<file path="config.mk">
export PLATFORM = sky130hd
export DESIGN_NAME = controlador_jogadas
export DESIGN_NICKNAME = d
export VERILOG_FILES = /design/src/rtl/controlador_jogadas.sv
export SDC_FILE = /design/constraint.sdc
export NUM_CORES = 1
export LEC_CHECK = 0
export CAP_MARGIN = 20
export CORE_ASPECT_RATIO = 1.2
export CORE_MARGIN = 8
export CORE_UTILIZATION = 40
export DETAILED_ROUTE_END_ITERATION = 8
export PLACE_DENSITY_LB_ADDON = 0.25
export REMOVE_ABC_BUFFERS = 1
export SLEW_MARGIN = 20
export SYNTH_ARGS = -nofsm -noshare
export SYNTH_HDL_FRONTEND = slang
export SYNTH_SLANG_ARGS = --single-unit
</file>
<file path="constraint.sdc">
create_clock -name clock -period 1.9 [get_ports clock]
set_input_delay 0.285 -clock clock [delete_from_list [all_inputs] [get_ports clock]]
set_output_delay 0.285 -clock clock [all_outputs]
set_load 0.02 [all_outputs]
</file>
<file path="src/rtl/controlador_jogadas.sv">
// controlador_jogadas: asks the move generator for candidate squares, rejects occupied or
// repeated ones, retries up to MAX_TENT times and delivers the accepted square through a
// pronto/ack handshake (erro/ack when the attempts run out).
module controlador_jogadas #(
  parameter int unsigned MAX_TENT = 8,  // 1..15
  parameter int unsigned GEN_LAT  = 2   // 1..15
) (
  input  logic       clock,
  input  logic       reset,
  input  logic       pedir,
  input  logic       ack,
  input  logic [2:0] linha_g,
  input  logic [2:0] coluna_g,
  input  logic       ocupada,
  output logic       novaJogada,
  output logic [2:0] linha,
  output logic [2:0] coluna,
  output logic       pronto,
  output logic       erro,
  output logic [3:0] tentativas,
  output logic [2:0] db_estado
);

  typedef enum logic [2:0] {
    Ocioso   = 3'd0,
    Gera     = 3'd1,
    Espera   = 3'd2,
    Consulta = 3'd3,
    Entrega  = 3'd4,
    Falha    = 3'd5
  } estado_t;

  localparam logic [3:0] MaxTent = 4'(MAX_TENT);
  localparam logic [3:0] LatIni  = 4'(GEN_LAT - 1);

  estado_t    estado;
  logic [3:0] contEspera;
  logic       temUltima;
  logic       repetida;
  logic       rejeita;

  // Candidate is rejected when occupied or identical to the last delivered move.
  always_comb begin
    repetida = temUltima && (linha_g == linha) && (coluna_g == coluna);
    rejeita  = ocupada || repetida;
  end

  assign db_estado = estado;

  // Sequencer FSM; every output is registered and set on the transition into its state.
  always_ff @(posedge clock or posedge reset) begin
    if (reset) begin
      estado     <= Ocioso;
      novaJogada <= 1'b0;
      linha      <= 3'd0;
      coluna     <= 3'd0;
      pronto     <= 1'b0;
      erro       <= 1'b0;
      tentativas <= 4'd0;
      contEspera <= 4'd0;
      temUltima  <= 1'b0;
    end else begin
      case (estado)
        Ocioso: begin
          if (pedir) begin
            estado     <= Gera;
            tentativas <= 4'd0;
            novaJogada <= 1'b1;
          end
        end
        Gera: begin
          novaJogada <= 1'b0;
          tentativas <= tentativas + 4'd1;
          contEspera <= LatIni;
          // With a single-cycle generator there is nothing left to wait for.
          if (GEN_LAT == 1) estado <= Consulta;
          else              estado <= Espera;
        end
        Espera: begin
          // Leave on the cycle the counter would reach zero.
          contEspera <= contEspera - 4'd1;
          if (contEspera == 4'd1) estado <= Consulta;
        end
        Consulta: begin
          if (!rejeita) begin
            linha     <= linha_g;
            coluna    <= coluna_g;
            temUltima <= 1'b1;
            pronto    <= 1'b1;
            estado    <= Entrega;
          end else if (tentativas < MaxTent) begin
            novaJogada <= 1'b1;
            estado     <= Gera;
          end else begin
            erro   <= 1'b1;
            estado <= Falha;
          end
        end
        Entrega: begin
          if (ack) begin
            pronto <= 1'b0;
            estado <= Ocioso;
          end
        end
        Falha: begin
          if (ack) begin
            erro   <= 1'b0;
            estado <= Ocioso;
          end
        end
        default: begin
          novaJogada <= 1'b0;
          pronto     <= 1'b0;
          erro       <= 1'b0;
          estado     <= Ocioso;
        end
      endcase
    end
  end

endmodule

</file>
* Word-level counts from Yosys, hierarchy flattened
Index checks and enable logic that the tools add are counted.
** Cells by class
- Add/subtract/negate cells :: 2
- $lt $le $gt $ge :: 1
- Equality and inequality tests :: 17
- Multiplexer cells :: 19
- Bitwise logic cells :: 4
- Reductions and logical operators :: 16
** Operators by type and width (number)
- $ne 2x2->1 const B :: 8
- $pmux 4 s2 :: 2
- $mux 3 :: 5
- $pmux 3 s5 :: 1
- $pmux 1 s3 :: 3
- $reduce_and 4->1 :: 2
- $reduce_or 4->1 :: 2
- $mux 1 :: 7
- $eq 3x2->1 const B :: 2
- $eq 3x3->1 :: 2
- $eq 3x3->1 const B :: 2
- $reduce_and 3->1 :: 2
- $add 4x1->4 const B :: 1
- $eq 4x1->1 const B :: 1
- $lt 4x4->1 const B :: 1
- $mux 4 :: 1
- $not 1->1 :: 4
- $reduce_and 2->1 :: 2
- $reduce_bool 2->1 :: 2
- $sub 4x1->4 const B :: 1
- $eq 3x1->1 const B :: 1
- $logic_not 3->1 :: 1
- $reduce_or 3->1 :: 1
- $logic_and 1x1->1 :: 2
- other kinds (3) :: 3
** Word-level totals
- Flip-flop bits (word level) :: 21
- Input port bits :: 11
- Output and inout bits :: 16

* Logic depth before layout (Yosys ltp)
- Word-level depth :: 6
- Gate-level depth with buffers :: 5

* Worst setup path after synthesis
No wires, ideal clock.
- Kind :: reg2reg
- From :: reg linha[1]
- To :: reg coluna[0]
- Setup time :: 0.128 ns
- Arrival time :: 1.299 ns
- Required time :: 1.772 ns
- Path slack :: 0.473 ns
- Stages on the path, launching flop included :: 5
- Cells stage by stage :: dfrtp_1 -> xnor2_1 -> nand4_1 -> o21ai_2 -> mux2_1
** Between the ends
- Word-level cells in the longest chain between the ends :: 6
** Ends and longest elaborated chain
- from (decl) :: line 16 : output logic [2:0] linha,
- from (signal assigned) :: line 86 : linha <= linha_g;
- $eq 3x3->1 :: line 44 : repetida = temUltima && (linha_g == linha) && (coluna_g == coluna);
- $logic_and 1x1->1 (2 in a row) :: line 44
- $logic_or 1x1->1 :: line 45 : rejeita = ocupada || repetida;
- $not 1->1 (no source line)
- $reduce_and 2->1 (no source line)
- to (signal assigned) :: line 87 : coluna <= coluna_g;
- to (decl) :: line 17 : output logic [2:0] coluna,
Every way passes these cells.
A chain may end at the register's enable or synchronous reset.

* Final worst setup path
- From :: reg estado[0], in the netlist db_estado[0]
- To :: out db_estado[0]
** RTL lines
- from (decl) :: line 36 : estado_t estado;
- from (signal assigned) :: line 53 : estado <= Ocioso;
- from (signal assigned) :: line 66 : estado <= Gera;
- from (signal assigned) :: line 76 : if (GEN_LAT == 1) estado <= Consulta;
- to (decl) :: line 21 : output logic [2:0] db_estado
No word-level cell between the ends.

==> impl_metrics.env <==
export IMPL_outcome="finished, final reports clean"
export IMPL_end_kind="output port"
export IMPL_path_delay_family="buffers and inverters"
export IMPL_post_place_cells=172
export IMPL_h_tree_depth=1
export IMPL_synth_cell_type_count=35
export IMPL_place_hpwl_um=1899
export IMPL_gp_congestion=0.7144
export IMPL_powerDensity_nw_per_um2=1751
export IMPL_synth_top_family_by_area="compound AO/OA/AOI/OAI gates"
export IMPL_synth_most_common_cell="dfrtp_1"
export IMPL_grt_pass1_wl_um=4491
export IMPL_drc=0
export IMPL_p_switching_uw=1118
export IMPL_yosys_area_top_type_share_pct=47.09
export IMPL_cts_buffers=3
export IMPL_post_synth_xor_area_fraction_pct=5.493
export IMPL_hold_class="in -> async"
export IMPL_cts_sinks=21
export IMPL_wl_per_cell_um=14.59
export IMPL_p_int_uw=1432
export IMPL_syn_to_final_growth_pct=30.49
export IMPL_peakVddDrop_mv=0.9672
export IMPL_dr_total_vias=949
export IMPL_final_antenna_net_count=0
export IMPL_cts_root_buffer="clkbuf_4"
export IMPL_cts_tree="done"
export IMPL_grt_antenna_before_repair=0
export IMPL_p_comb_share_pct=55.3
export IMPL_synth_common_cells="21 x dfrtp_1, 11 x o21ai_0, 9 x a21oi_1, 8 x inv_1, 7 x xnor2_1"
export IMPL_grt_use_total_pct=11.73
export IMPL_core_area_um2=2733
export IMPL_p_clk_share_pct=9.0
export IMPL_synth_largest_area_cell="dfrtp_1"
export IMPL_met3_usage_pct=4.878
export IMPL_finalNetCount=157
export IMPL_final_cells=176
export IMPL_postSynthCellCount=112
export IMPL_worstPathRequired_ps=1620
export IMPL_die_h_um=73.87
export IMPL_antenna_cells=0
export IMPL_io_pins=27
export IMPL_fill_cells=276
export IMPL_cpPeakStageDelay_ps=650
export IMPL_preCtsSetupSlack_ps=73.31
export IMPL_synth_simple_area_share_pct=14.01
export IMPL_p_seq_share_pct=35.7
export IMPL_yosysWarnings=0
export IMPL_skew_ps=13.57
export IMPL_met2_usage_pct=19.55
export IMPL_wirelength_um=2567
export IMPL_fin_hold_ws_ps=284.3
export IMPL_crit_slowest_cell="clkdlybuf4s50_1"
export IMPL_rsz0062_at_grt="false"
export IMPL_busiest_layer="met2"
export IMPL_leakagePower_uw=0.0006079
export IMPL_crit_chain="clkdlybuf4s50_1"
export IMPL_finalHoldViolCount=0
export IMPL_yosysSeqAreaShare_pct=47.09
export IMPL_synth_avg_cell_area_um2=9.965
export IMPL_synthAdderAreaFrac_pct=3.363
export IMPL_syn_area_um2=1116
export IMPL_fmax_ghz=0.5618
export IMPL_synth_area_mux_share_pct=6.054
export IMPL_cap_violations=0
export IMPL_cts_buffer_depth=2
export IMPL_worstMarginPinSlew_ps=465.1
export IMPL_rows=21
export IMPL_swShare_pct=43.85
export IMPL_grt_ovfl_total=0
export IMPL_final_min_clock_period_ps=1780
export IMPL_met1_usage_pct=12.97
export IMPL_crit_arrival_ps=1490
export IMPL_maxSlewViolCount=0
export IMPL_path_buf_inv=1
export IMPL_dr_pass1_iters=4
export IMPL_ctsHoldBuffers=0
export IMPL_synth_compound_area_share_pct=19.28
export IMPL_start_kind="flop"
export IMPL_yosys_top_cells_area="dfrtp_1 47%, xnor2_1 5.5%, o21ai_0 4.9%"
export IMPL_critPathMaxFanout=13
export IMPL_final_period_utilization_pct=93.68
export IMPL_grt_pass1_vias=1014
export IMPL_synth_edff_count=0
export IMPL_tns_ps=0
export IMPL_synth_seq_cells=21
export IMPL_clkTransAtPathRegs_ps=130
export IMPL_grt_max_degree=22
export IMPL_setup_violations_final=0
export IMPL_fp_dieArea_um2=4744
export IMPL_clock_latency_ps=320
export IMPL_crit_type="reg -> out"
export IMPL_cts_setup_buffers=0
export IMPL_start_util_pct=40.84
export IMPL_max_slew_margin_rel_pct=68.67
export IMPL_via_per_inst=5.392
export IMPL_setup_ws_ps=120.0
export IMPL_port_buffers=26
export IMPL_drive_gt1_share_pct=13.38
export IMPL_die_width_um=64.22
export IMPL_drtIter0Drc=27
export IMPL_ys_flop_type="dfrtp_1"
export IMPL_synth_async_sr_flop_share_pct=100.0
worst paths after layout:
check,from,endpoint,slack [ps],cells past startpoint
min reg2reg,temUltima$_DFFE_PP0P_,temUltima$_DFFE_PP0P_,490,1
max in group asynchronous,reset,db_estado[1]$_DFFE_PP0P_,1380,3
max reg2reg,db_estado[2]$_DFFE_PP0P_,tentativas[2]$_DFFE_PP0P_,410,4
min,reset,tentativas[0]$_DFFE_PP0P_,280,3
min in group clock,temUltima$_DFFE_PP0P_,temUltima$_DFFE_PP0P_,490,1
max,db_estado[0]$_DFFE_PP0P_,db_estado[0],120,1
layer usage:
metal	wire length, um	share of wire, %
met3	215	8.4
met2	1161	45
met4	38	1.5
met5	0	0
met1	1151	45
logic make-up after synthesis:
group | count (synthesis)
mux | 6
fa+ha+maj | 3
compound gates | 34
simple gates | 29
buf+inv | 12
xor+xnor | 7
flops | 21
per-stage QoR:
step	area (um2)	util, %	power (uW)
global placement	1426	52.20	2302
global route	1456	53.30	2775
detailed placement	1426	52.20	2335
finish	1456	53.30	2550
floorplan	1094	-	1743
CTS	1455	53.25	2577
registers in the layout (all words and copies together) (netlist names):
| signal | cells |
|---|---|
| linha | 3 |
| pronto | 1 |
| erro | 1 |
| novaJogada | 1 |
| contEspera | 4 |
| tentativas | 4 |
| temUltima | 1 |
| coluna | 3 |
| db_estado | 3 |
what timing repair did:
action,in CTS,in global routing
cloned,0,0
pin swaps,0,0
resized for setup,1,1
endpoints found under the hold margin,0,0
setup endpoints to repair,1,1
cell usage in the layout, fill, tap and decap left out, drive strengths merged, types with 2 or more instances in the layout:
cell type,instances
a21oi,9
a22oi,2
buf,4
clkbuf,3
clkdlybuf4s50,26
dfrtp,21
ha,3
inv,8
mux2,6
nand2,5
nand3,5
nor2,7
nor2b,3
nor3,3
o21ai,12
xnor2,7
area by class of cell:
class / instances / area (um2) / area share, %
timing repair buffer: 30 / 290.3 / 19.93
clock inverter: 1 / 5.005 / 0.3436
clock buffer: 3 / 22.52 / 1.546
inverter: 8 / 30.03 / 2.062
sequential: 21 / 528.0 / 36.25
tap: 34 / 42.54 / 2.921
multi-input combinational: 79 / 538.0 / 36.94
power groups by stage:
stage                     Combinational [uW]  Sequential, uW  Clock, uW
after global placement                  1390             909          0
final                                   1410             911        228
after detailed placement                1420             915          0
after CTS                               1430             912        237
after floorplan                          640            1100          0
after global routing                    1570             955        246
Power figures use the tool's default switching activity.
